$ cat config.mk
export PLATFORM = sky130hd
export DESIGN_NAME = alu_result_stage
export DESIGN_NICKNAME = d
export VERILOG_FILES = /design/src/rtl/alu_pkg.sv /design/src/rtl/alu_res_fifo.sv /design/src/rtl/alu_result_stage.sv
export SDC_FILE = /design/constraint.sdc
export NUM_CORES = 1
export LEC_CHECK = 0
export ABC_CLOCK_PERIOD_IN_PS = 6100
export CAP_MARGIN = 20
export CORE_MARGIN = 2
export CORE_UTILIZATION = 55
export CTS_CLUSTER_SIZE = 10
export DETAILED_ROUTE_END_ITERATION = 10
export GPL_ROUTABILITY_DRIVEN = 0
export HOLD_SLACK_MARGIN = 0.06
export PLACE_DENSITY = 0.81
export SYNTH_ARGS = -nofsm -noshare
export SYNTH_HDL_FRONTEND = slang
export SYNTH_SLANG_ARGS = --single-unit
$ cat constraint.sdc
create_clock -name clk -period 6.1 [get_ports clk]
set_input_delay 1.22 -clock clk [delete_from_list [all_inputs] [get_ports clk]]
set_output_delay 1.22 -clock clk [all_outputs]
set_load 0.01 [all_outputs]
$ cat src/rtl/alu_pkg.sv
// Shared definitions for the ALU result stage: flag bit positions and default sizes.
package alu_pkg;
  localparam int FLG_N      = 3;
  localparam int FLG_Z      = 2;
  localparam int FLG_C      = 1;
  localparam int FLG_V      = 0;
  localparam int FLAG_W     = 4;
  localparam int DATA_W_DEF = 32;
  localparam int DEPTH_DEF  = 4;
  localparam int CNT_W_DEF  = 16;

  function automatic logic [FLAG_W-1:0] pack_flags(input logic n, input logic z,
                                                   input logic c, input logic v);
    logic [FLAG_W-1:0] f;
    f        = '0;
    f[FLG_N] = n;
    f[FLG_Z] = z;
    f[FLG_C] = c;
    f[FLG_V] = v;
    return f;
  endfunction
endpackage

$ cat src/rtl/alu_res_fifo.sv
// Synchronous first-word-fall-through FIFO. Occupancy is counted explicitly so that
// full and empty stay distinct even though both pointers wrap modulo DEPTH.
module alu_res_fifo
  import alu_pkg::*;
#(
  parameter int W     = DATA_W_DEF + FLAG_W,
  parameter int DEPTH = DEPTH_DEF,
  localparam int PTR_W = $clog2(DEPTH),
  localparam int LVL_W = $clog2(DEPTH) + 1
) (
  input  logic             clk,
  input  logic             rst,
  input  logic             push_i,
  input  logic             pop_i,
  input  logic [W-1:0]     wdata_i,
  output logic [W-1:0]     rdata_o,
  output logic [LVL_W-1:0] level_o
);

  logic [W-1:0]     mem_q [DEPTH];
  logic [PTR_W-1:0] wr_ptr_q, wr_ptr_d;
  logic [PTR_W-1:0] rd_ptr_q, rd_ptr_d;
  logic [LVL_W-1:0] level_q, level_d;

  always_comb begin
    wr_ptr_d = wr_ptr_q;
    rd_ptr_d = rd_ptr_q;
    level_d  = level_q;
    if (push_i) wr_ptr_d = wr_ptr_q + PTR_W'(1);
    if (pop_i)  rd_ptr_d = rd_ptr_q + PTR_W'(1);
    case ({push_i, pop_i})
      2'b10:   level_d = level_q + LVL_W'(1);
      2'b01:   level_d = level_q - LVL_W'(1);
      default: level_d = level_q;
    endcase
  end

  always_ff @(posedge clk) begin
    if (rst) begin
      wr_ptr_q <= '0;
      rd_ptr_q <= '0;
      level_q  <= '0;
    end else begin
      wr_ptr_q <= wr_ptr_d;
      rd_ptr_q <= rd_ptr_d;
      level_q  <= level_d;
    end
  end

  // Storage carries no reset; contents are only observable while level is nonzero.
  always_ff @(posedge clk) begin
    if (push_i) mem_q[wr_ptr_q] <= wdata_i;
  end

  assign rdata_o = mem_q[rd_ptr_q];
  assign level_o = level_q;

endmodule

$ cat src/rtl/alu_result_stage.sv
// ALU result stage: buffers results with valid/ready handshakes and keeps committed
// status (last retired flags, sticky overflow, retired-result count).
module alu_result_stage
  import alu_pkg::*;
#(
  parameter int DATA_W = DATA_W_DEF,
  parameter int DEPTH  = DEPTH_DEF,
  parameter int CNT_W  = CNT_W_DEF,
  localparam int LVL_W = $clog2(DEPTH) + 1
) (
  input  logic              clk,
  input  logic              rst,
  input  logic              in_valid,
  output logic              in_ready,
  input  logic [DATA_W-1:0] in_y,
  input  logic              in_cout,
  input  logic              in_negative,
  input  logic              in_zero,
  input  logic              in_overflow,
  output logic              out_valid,
  input  logic              out_ready,
  output logic [DATA_W-1:0] out_y,
  output logic [FLAG_W-1:0] out_flags,
  output logic [FLAG_W-1:0] last_flags,
  output logic              sticky_ovf,
  input  logic              clr_sticky,
  output logic [CNT_W-1:0]  retired_cnt,
  output logic [LVL_W-1:0]  level
);

  localparam int ENT_W = DATA_W + FLAG_W;

  logic             push, pop;
  logic [ENT_W-1:0] head;
  logic [FLAG_W-1:0] last_flags_q, last_flags_d;
  logic              sticky_q, sticky_d;
  logic [CNT_W-1:0]  cnt_q, cnt_d;

  // Ready looks only at stored occupancy, so a full FIFO refuses a push even when it pops.
  assign in_ready  = (level != LVL_W'(DEPTH)) & ~rst;
  assign out_valid = (level != '0);
  assign push      = in_valid & in_ready;
  assign pop       = out_valid & out_ready;

  alu_res_fifo #(
    .W     (ENT_W),
    .DEPTH (DEPTH)
  ) u_fifo (
    .clk     (clk),
    .rst     (rst),
    .push_i  (push),
    .pop_i   (pop),
    .wdata_i ({in_y, pack_flags(in_negative, in_zero, in_cout, in_overflow)}),
    .rdata_o (head),
    .level_o (level)
  );

  assign out_y     = head[ENT_W-1:FLAG_W];
  assign out_flags = head[FLAG_W-1:0];

  always_comb begin
    last_flags_d = last_flags_q;
    sticky_d     = sticky_q;
    cnt_d        = cnt_q;
    if (clr_sticky) sticky_d = 1'b0;
    if (pop) begin
      last_flags_d = out_flags;
      cnt_d        = cnt_q + CNT_W'(1);
      // An overflowing retire in the same cycle as a clear keeps the bit set.
      if (out_flags[FLG_V]) sticky_d = 1'b1;
    end
  end

  always_ff @(posedge clk) begin
    if (rst) begin
      last_flags_q <= '0;
      sticky_q     <= 1'b0;
      cnt_q        <= '0;
    end else begin
      last_flags_q <= last_flags_d;
      sticky_q     <= sticky_d;
      cnt_q        <= cnt_d;
    end
  end

  assign last_flags  = last_flags_q;
  assign sticky_ovf  = sticky_q;
  assign retired_cnt = cnt_q;

endmodule

======== After elaboration in Yosys (flattened, before gate mapping) ========
Memory sizes are Yosys's and may differ from the RTL's. A register that Yosys moved wholly into a read port is not among the register bits.
Cells that the tools add are included.
W data, S select, Z words.
operators by class
  equal/unequal tests ..................... 3
  mux-type cells .......................... 8
  div/mod/pow operators ................... 0
  order comparisons ....................... 0
  reduce and logical (&&, ||, !) cells .... 2
  $mul .................................... 0
  shift operators ......................... 0
  bitwise gates (word level) .............. 4
  add/sub/neg operators ................... 5
operators by type and width
  operator                 number
  $add A16 B1 Y16 const B  1
  $pmux W3 S2              1
  $mux W1                  5
  $add A2 B1 Y2 const B    2
  $mux W2                  2
  $add A3 B1 Y3 const B    1
  $and A1 B1 Y1            3
  $ne A3 B3 Y1 const B     1
  $reduce_bool A3 Y1       1
  $sub A3 B1 Y3 const B    1
  $eq A2 B1 Y1 const B     1
  $eq A2 B2 Y1 const B     1
  $reduce_bool A2 Y1       1
  $not A1 Y1               1
word-level totals
  logic and storage cells ................. 29
  memories kept ........................... 1
  register bits ........................... 28
  output and inout bits ................... 62
  bits in latches ......................... 0
  memory bits (read-only) ................. 0
  memory bits (writable) .................. 144
memories
  name          words  bits a word  read ports  clocked after memory_dff  wr ports  line                source
  u_fifo.mem_q  4      36           1           1                         1         alu_res_fifo.sv:20  logic [W-1:0] mem_q [DEPTH];

======== Longest topological paths before layout ========
Gate-level depths: netlist of the first run.
  word-level depth ........................ 5
  depth in mapped cells ................... 9
  gate-level depth less buffers ........... 9

======== Cells and area by module ========
From an unflattened synthesis of the first run, not the netlist that was laid out.
unflattened totals
  cell total of the unflattened synthesis .. 341
  area total of the unflattened synthesis .. 6607.6 um2
modules (own cells, without submodules)
  module            cells each  instances  area an instance (um2)  sequential area each (um2)
  alu_res_fifo      233         1          5671.7                  4504.3
  alu_result_stage  108         1          935.9                   420.4

======== Least setup slack after synthesis of the first run ========
No wires, ideal clock.
  path kind ............................... input -> register
  from .................................... input port in_valid
  to ...................................... memory u_fifo.mem_q[0][0] (netlist bit), enable pin
  setup slack ............................. 3131 ps
  stages .................................. 3
  arrival ................................. 2572 ps
  buffers on the path ..................... 0
  data required time ...................... 5703 ps
  library setup time ...................... 397 ps
  cell sequence ........................... inv_1 -> a211oi_2 -> and2_1
between the ends
  longest elaborated chain between the ends .. 3
RTL lines
  item                           line                    source
  start: declaration             alu_result_stage.sv:13  input logic in_valid,
  $and A1 B1 Y1                  alu_result_stage.sv:42  assign push = in_valid & in_ready;
  $mux W1                        alu_res_fifo.sv:52      if (push_i) mem_q[wr_ptr_q] <= wdata_i;
  $mux W1 (implied by the code)  alu_res_fifo.sv:52
  end: declaration               alu_res_fifo.sv:20
Every way passes these cells.

==> results of run 1 <==
==> stage by stage <==
stage	power, mW	setup WS (ns)	util (%)
2_1_floorplan	1.823	3.131	-
3_3_place_gp	2.144	2.321	66.80
3_5_place_dp	2.158	2.308	66.80
4_1_cts	3.305	2.084	72.32
5_1_grt	3.398	1.976	72.32
6_report	3.276	2.176	72.32
==> logic make-up (layout without fill, tap and decap cells) <==
logic type	Yosys count	in the layout	share of synthesized area, %
AOI/OAI and AO/OA	18	18	1.726
xor gates and xnor gates	15	15	2.013
adders and majority gates	7	7	1.457
buffers and inverters	21	143	1.304
DFF	174	174	75.47
muxes	41	41	13.19
and+or+nand+nor	61	61	4.832
==> where the power goes <==
group	switching (mW)	internal (mW)	leakage, nW
Clock	0.453	0.693	0.298
Sequential	0.0762	1.36	1.55
Combinational	0.285	0.408	0.853
Total	0.815	2.46	2.70
==> metal layers <==
layer / up-vias / GRT usage (%)
met2: 143 / 34.58
met3: 19 / 4.713
met1: 1752 / 27.96
met4: 0 / 7.642
li1: 1553 / -
met5: - / 0
==> flip-flops by register name (all words and copies together), names as in the netlist, named ones only <==
| signal | count |
|---|---|
| u_fifo.wr_ptr_q | 2 |
| last_flags | 4 |
| retired_cnt | 16 |
| u_fifo.level_o | 3 |
| u_fifo.rd_ptr_q | 2 |
| u_fifo.mem_q | 144 |
| sticky_ovf | 1 |
==> how the worst max path moves through the flow <==
stage | from | endpoint | cells after the start
after floorplan | in_valid | u_fifo.mem_q[0][0]$_DFFE_PP_ | 3
after global placement | rst | in_ready | 4
after detailed placement | rst | in_ready | 4
after CTS | flop | out_flags[2] | 3
after global routing | flop | out_flags[1] | 3
final | flop | out_flags[2] | 3
==> layout make-up <==
cell class	count	area, sq um	share of cell area, %
Clock buffer	17	425.4	5.108
Clock inverter	14	210.2	2.524
Inverter	8	30.03	0.3606
Multi-Input combinational cell	142	1520	18.25
Sequential cell	174	4927	59.16
Tap cell	143	178.9	2.148
Timing Repair Buffer	104	1036	12.44
==> cells in the mapped netlist, drive strengths merged <==
library cell	number	share of area, %
a211oi	1	0.19
a21oi	8	0.61
and2	5	0.48
and3	4	0.38
and4	2	0.27
buf	6	0.44
clkbuf	7	0.40
dfxtp	30	9.2
edfxtp	144	66
fa	1	0.31
ha	6	1.2
inv	8	0.46
mux2i	5	0.77
mux4	36	12
nand2	7	0.40
nand3	5	0.54
nand4	5	0.48
nor2	24	1.4
nor2b	2	0.19
o21ai	5	0.38
o311a	1	0.17
o31a	1	0.13
o31ai	2	0.23
or3	5	0.48
or4	2	0.23
xnor2	3	0.40
xor2	12	1.6
==> critical path, stage by stage (launching register included) <==
cell	delay, ns
dfxtp_2	0.67
buf_4	0.49
mux4_2	0.61
clkdlybuf4s50_1	0.50
==> metrics, run 1 <==
1st-iter DRT viols=286; number of gates resized after CTS=0; commonest non-fill, non-tap cells in the layout=144 x edfxtp_1, 102 x clkdlybuf4s50_1, 36 x mux4_2; kind of start point of the critical path=flop; Via-to-Cell Ratio=5.759; DR WL/cell=20.66 um; # H-tree levels=4; wire length on met3=832 um; failing checks=design-rule violations; crit-path max FO=22; synth warn=0; worst reg-to-reg path cell count=7; Pleak=around 2.7 nW; Synth Net Count=about 390; initial core utilization=56.66%; WHS Endpoint=retired_cnt[15]$_SDFFE_PP0N_; Congestion Overflow GR=0; Post-CTS Setup Inserts=0; Finished Cell Area=8328 sq um; Sinks on Clock Net=174; die area=12750 sq um; Worst R2R End=u_fifo.level_o[2]$_SDFFE_PP0P_; fin nets=495; Worst Hold Depth=2; CP Capture Type=output port; WL met1=5006 um; PD cells=393.4 nW/um^2; Mapped Cells=337; Hold WS=0.4930 ns; Clock transition at path regs=0.07 ns; # rows=39; CTS Root Cell=clkbuf_16; Yosys reg bits=174; port bufs=a little over 100; Max-slew headroom=between 30% and 40%; Post-DP HPWL=7490 um; Req. time, crit path=a little under 5 ns; fin crit period=3.924 ns; Max Slew Vio Count=0; unrepaired setup endpoints after global routing=no; TNS Setup=0 ns; CTS buffer count=17; clk_skew=0.01266 ns; initial antenna violation count=0; crit share post-route=between 60% and 70%; DIE HEIGHT=approximately 110 um; Hold Startpoint=retired_cnt[15]$_SDFFE_PP0N_; leading cell type in the layout, fill and taps excluded=edfxtp_1; global-route usage over all layers=20.96%; Ports=103; Non-Filler Instances=602; Pre-antenna DRT Iters=8; synth-to-layout area growth=27.63%; final setup vio count=0; share of cells above drive strength 1=17.21%; vias in the first global route=3619; post-route ant nets=0; WL final=12440 um; worst hold path type=flop to flop; peak supply drop=266.0 uV; setup slack, reg-to-reg=roughly 3.6 ns; synth unique cells=29; reg2reg start=u_fifo.level_o[2]$_SDFFE_PP0P_; fillcell total=699; placement-stage cell area=between 7000 and 8000 sq um; Top Metal Used=met4; Clock Path Buffers=2; post-synthesis sequential area ratio=75.47%; Final Hold Viols=0; Least-Margin Pin Slew=0.9999 ns; Crit Path Class=flop to output port; Core ar.=approximately 12000 sq um; CTS hold repair buffers=0; CTS tree=built; Mapped Avg Cell Area=~19 sq um; status=complete, but fails checks; DR DRC count=8; first-pass GRT wire length=19710 um; clock latency on the worst-skew pair=0.43 ns; largest net degree at the start of global routing=37; synthesized area=6525 sq um; diode count=0; Peak Freq=roughly 250 MHz; routed via count=3467; total of max-cap violations=0; Critical Path AT=~2.7 ns; Inst Count DP=about 570; met2 wire length=6372 um; chip width=roughly 110 um
No activity file was read; power rests on OpenSTA's default activity.
==> run 2, diff against run 1 <==
- ABC_CLOCK_PERIOD_IN_PS: 6100 -> 4000
- CORE_UTILIZATION: 55 -> 53
- PLACE_DENSITY: 0.81 -> 0.79
- clock period: 6.1 -> 4 ns (I/O delays scaled with it)
==> metrics, run 2 (synthesis gave the netlist of run 1 again) <==
fin crit period=3.228 ns; Worst Slack Setup Final=0.7723 ns (was 2.176 ns); largest net degree at the start of global routing=31 (was 37); Least-Margin Pin Slew=0.6544 ns (was 0.9999 ns); Finished Cell Area=8382 sq um (was 8328 sq um); placement-stage cell area=7812 sq um (was 7692 sq um); Post-DP HPWL=7903 um (was 7490 um); Post-CTS Setup Inserts=0 (unchanged); Sinks on Clock Net=174 (unchanged); peak supply drop=392.9 uV (was 266.0 uV); # rows=40 (was 39); Core ar.=12010 sq um (was 11520 sq um); Via-to-Cell Ratio=5.679 (was 5.759); routed via count=3487 (was 3467); fin nets=502 (was 495); Hold WS=0.4947 ns (was 0.4930 ns); global-route usage over all layers=19.72% (was 20.96%); Crit Path Class=flop to output port (unchanged); Ports=103 (unchanged); crit share post-route=slightly above 80%; final setup vio count=0 (unchanged); 1st-iter DRT viols=275 (was 286); Inst Count DP=582 (was 571); DR DRC count=0 (was 8); diode count=0 (unchanged); CTS hold repair buffers=0 (unchanged); slowest CP cell=dfxtp_2 (unchanged); Final Hold Viols=0 (unchanged); Max-slew headroom=56.37% (was 33.34%); initial antenna violation count=0 (unchanged); Worst path top cell family by delay=buffers and inverters (unchanged); share of cells above drive strength 1=17.99% (was 17.21%); Req. time, crit path=3.20 ns (was 4.88 ns); Non-Filler Instances=614 (was 602); clk_skew=0.01139 ns (was 0.01266 ns); PD cells=579.3 nW/um^2 (was 393.4 nW/um^2); commonest non-fill, non-tap cells in the layout=144 x edfxtp_1, 102 x clkdlybuf4s50_1, 36 x mux4_2 (unchanged); CTS buffer count=17 (unchanged); CTS tree=built (unchanged); CP Buf/Inv Count=2 (unchanged); DIE HEIGHT=115.0 um (was 112.9 um); number of gates resized after CTS=0 (unchanged); WL final=12230 um (was 12440 um); Pre-antenna DRT Iters=4 (was 8); Congestion Overflow GR=0 (unchanged); Clock Path Buffers=2 (unchanged); Pleak=2.726 nW (was 2.702 nW); status=finished, final reports clean (was complete, but fails checks); clock latency on the worst-skew pair=0.43 ns (about the same); DR WL/cell=19.92 um (was 20.66 um); initial core utilization=54.32% (was 56.66%); worst hold path type=flop to flop (unchanged); synth-to-layout area growth=28.46% (was 27.63%); unrepaired setup endpoints after global routing=no (unchanged); number of flip-flops in the largest register=144 (unchanged); port bufs=102 (unchanged); Most flops, register=u_fifo.mem_q (unchanged); Tot Pwr=4.855 mW (was 3.276 mW); TNS Setup=0 ns (unchanged); vias in the first global route=3611 (was 3619); Finished Core Util=69.78% (was 72.32%); first-pass GRT wire length=18970 um (was 19710 um); CP peak stage delay=0.61 ns (was 0.67 ns); post-route ant nets=0 (unchanged); pre-CTS WS=1.004 ns (was 2.308 ns); Peak Freq=slightly above 300 MHz; die area=13210 sq um (was 12750 sq um); leading cell type in the layout, fill and taps excluded=edfxtp_1 (unchanged); Clock transition at path regs=0.06 ns (was 0.07 ns); Critical Path AT=2.43 ns (was 2.70 ns); Max Slew Vio Count=0 (unchanged); Critical Path, Cell by Cell=buf_12 > mux4_2 > clkdlybuf4s50_1 (was buf_4 > mux4_2 > clkdlybuf4s50_1); chip width=115.0 um (was 112.9 um); crit-path max FO=25 (was 22); total of max-cap violations=0 (unchanged); CP Capture Type=output port (unchanged); # H-tree levels=4 (unchanged); kind of start point of the critical path=flop (unchanged); CTS Root Cell=clkbuf_16 (unchanged)
==> run 2: cell types whose count changed in the layout (fill, tap and decap cells not counted), sizes merged <==
cell    before  now
buf          2    9
clkinv       2    5
bufinv       4    2
==> run 2: worst min-delay path: cells and delay by family, from the launching register on <==
family / cells / cell delay [ns]
flops: 1 / 0.32
compound gates: 2 / 0.13
==> run 2: area by class of cell <==
type | instances | area (sq um)
Sequential cell | 174 | 4927
Clock inverter | 15 | 143.9
Clock buffer | 17 | 425.4
Tap cell | 147 | 183.9
Multi-Input combinational cell | 142 | 1520
Timing Repair Buffer | 111 | 1151
Fill cell | 770 | 3630
Inverter | 8 | 30.03
==> run 2: routing by layer <==
metal / share of wire (%) / GRT usage, % / vias up
li1: - / - / 1569
met1: 40 / 24.43 / 1791
met2: 51 / 32.35 / 113
met3: 7.3 / 6.747 / 14
met4: 1.4 / 7.711 / 0
met5: 0 / 0 / -
==> run 2: final timing paths <==
path / startpoint / end / slack [ns] / depth (start not counted)
max reg2reg: u_fifo.level_o[0]$_SDFFE_PP0P_ / u_fifo.level_o[2]$_SDFFE_PP0P_ / 1.66 / 9
min reg2reg: retired_cnt[15]$_SDFFE_PP0N_ / retired_cnt[15]$_SDFFE_PP0N_ / 0.49 / 2
min: retired_cnt[15]$_SDFFE_PP0N_ / retired_cnt[15]$_SDFFE_PP0N_ / 0.49 / 2
max: flop / out_flags[0] / 0.77 / 3
==> run 2: power by group <==
part           internal [mW]  switching, mW  total [mW]
registers               2.07          0.101        2.17
clock network          0.915          0.666        1.58
logic                  0.650          0.449        1.10
total                   3.64           1.22        4.86
==> run 3, diff against run 2 <==
- ABC_CLOCK_PERIOD_IN_PS: 4000 -> 2710
- CORE_UTILIZATION: 53 -> 48
- PLACE_DENSITY: 0.79 -> 0.75
- clock period: 4 -> 2.71 ns (I/O delays scaled with it)
==> metrics, run 3 (synthesis gave the netlist of run 1 again) <==
share of cells above drive strength 1=20.95% (was 17.99%); vias in the first global route=3709 (was 3611); Final Hold Viols=0 (unchanged); 1st-iter DRT viols=164 (was 275); pre-CTS WS=0.1844 ns (was 1.004 ns); combinational fraction of design power=24.1% (was 22.6%); final setup vio count=0 (unchanged); CP Buf/Inv Count=2 (unchanged); synth-to-layout area growth=32.12% (was 28.46%); clock latency on the worst-skew pair=0.42 ns (was 0.43 ns); status=finished, final reports clean (unchanged); Most flops, register=u_fifo.mem_q (unchanged); CTS Root Cell=clkbuf_16 (unchanged); Hold WS=0.4913 ns (was 0.4947 ns); port bufs=102 (unchanged); Clk pwr share=33.6% (was 32.6%); peak supply drop=758.3 uV (was 392.9 uV); Least-Margin Pin Slew=0.3607 ns (was 0.6544 ns); Via-to-Cell Ratio=5.327 (was 5.679); total of max-cap violations=0 (unchanged); CTS tree=built (unchanged); unrepaired setup endpoints after global routing=no (unchanged); Psw=1.821 mW (was 1.216 mW); PD cells=867.2 nW/um^2 (was 579.3 nW/um^2); # rows=42 (was 40); largest net degree at the start of global routing=37 (was 31); Sinks on Clock Net=174 (unchanged); routed via count=3505 (was 3487); kind of start point of the critical path=flop (unchanged); TNS Setup=0 ns (unchanged); Max-slew headroom=75.92% (was 56.37%); Critical Path, Cell by Cell=buf_16 > mux4_2 > clkdlybuf4s50_1 (was buf_12 > mux4_2 > clkdlybuf4s50_1); Core ar.=13240 sq um (was 12010 sq um); DR DRC count=0 (unchanged); worst hold path type=flop to flop (unchanged); post-route ant nets=0 (unchanged); first-pass GRT wire length=19270 um (was 18970 um); leading cell type in the layout, fill and taps excluded=edfxtp_1 (unchanged); Req. time, crit path=2.17 ns (was 3.20 ns); chip width=120.6 um (was 115.0 um); Post-DP HPWL=7616 um (was 7903 um); Critical Path AT=2.10 ns (was 2.43 ns); crit-path max FO=18 (was 25); Worst Slack Setup Final=0.07098 ns (was 0.7723 ns); fin crit period=about 2.6 ns; commonest non-fill, non-tap cells in the layout=144 x edfxtp_1, 86 x clkdlybuf4s50_1, 36 x mux4_2 (was 144 x edfxtp_1, 102 x clkdlybuf4s50_1, 36 x mux4_2); Peak Freq=378.9 MHz; DR WL/cell=18.79 um (was 19.92 um); initial antenna violation count=0 (unchanged); Inst Count DP=616 (was 582); # H-tree levels=4 (unchanged); CTS buffer count=17 (unchanged); Ports=103 (unchanged); Non-Filler Instances=658 (was 614); global-route usage over all layers=18.03% (was 19.72%); CP peak stage delay=0.52 ns (was 0.61 ns); Congestion Overflow GR=0 (unchanged); Worst path top cell family by delay=buffers and inverters (unchanged); number of flip-flops in the largest register=144 (unchanged); sequential power share=42.2% (was 44.8%); Pre-antenna DRT Iters=4 (unchanged); Crit Path Class=flop to output port (unchanged); diode count=0 (unchanged); Sw Share=24.36% (was 25.04%); Clock Path Buffers=2 (unchanged); Max Slew Vio Count=0 (unchanged); die area=14540 sq um (was 13210 sq um); slowest CP cell=mux4_2 (was dfxtp_2); fin nets=518 (was 502); Clock transition at path regs=0.06 ns (about the same); CP Capture Type=output port (unchanged); clk_skew=0.008019 ns (was 0.01139 ns); WL final=12360 um (was 12230 um); DIE HEIGHT=120.6 um (was 115.0 um); Pleak=2.872 nW (was 2.726 nW); initial core utilization=49.27% (was 54.32%); P_int=5.654 mW (was 3.639 mW); crit share post-route=approximately 97%
[run 3: tightest hold or removal path, cell delays in order, from the launching register on]
cell and delay, ns:
dfxtp_1 0.32, mux2i_1 0.06, nor2_1 0.07
[run 3: final timing paths]
path / end / from / cells after the start / slack [ns]
worst max-delay path: out_y[29] / flop / 3 / 0.07
worst min register to register: last_flags[1]$_SDFFE_PP0N_ / last_flags[1]$_SDFFE_PP0N_ / 2 / 0.49
worst max register to register: u_fifo.level_o[2]$_SDFFE_PP0P_ / u_fifo.level_o[0]$_SDFFE_PP0P_ / 9 / 0.63
worst min-delay path: last_flags[1]$_SDFFE_PP0N_ / last_flags[1]$_SDFFE_PP0N_ / 2 / 0.49
[run 3: per-layer routing]
metal  wire (um)  track usage [%]  share of wire (%)  up-vias
li1            -                -                  -     1605
met1        5172            21.84                 42     1771
met2        6098            28.78                 49      111
met3         832            7.028                6.7       18
met4         257            8.067                2.1        0
met5           0                0                  0        -
[run 3: power by group through the flow]
| stage | Clock (mW) | Sequential, mW | Combinational, mW |
|---|---|---|---|
| 3_3_place_gp | 0 | 3.19 | 1.70 |
| 6_report | 2.51 | 3.16 | 1.80 |
| 3_5_place_dp | 0 | 3.20 | 1.71 |
| 5_1_grt | 2.66 | 3.17 | 1.95 |
| 2_1_floorplan | 0 | 3.20 | 0.905 |
| 4_1_cts | 2.55 | 3.15 | 1.66 |
[run 3: what timing repair did]
item,4_1_cts,5_1_grt
buffers inserted,0,10
endpoints found under the setup margin,15,21
hold buffers,0,0
pin swaps,0,0
gates resized for setup,15,2
cloned,0,1
[run 3: area by class of cell]
cell class,instances,area [sq um]
flip-flops and latches,174,4927
fillers,958,4622
multi-input cells,142,1520
repair buffers,127,1305
clock buffers,17,425.4
well taps,176,220.2
clock inverters,14,192.7
inverters,8,30.03
[run 3: per-stage QoR]
step | power [mW] | cell area [sq um] | util, %
after floorplan | 4.104 | 6525 | -
after global placement | 4.891 | 7899 | 59.65
after detailed placement | 4.917 | 7899 | 59.65
after CTS | 7.362 | 8498 | 64.17
after global routing | 7.790 | 8621 | 65.10
final | 7.476 | 8621 | 65.10
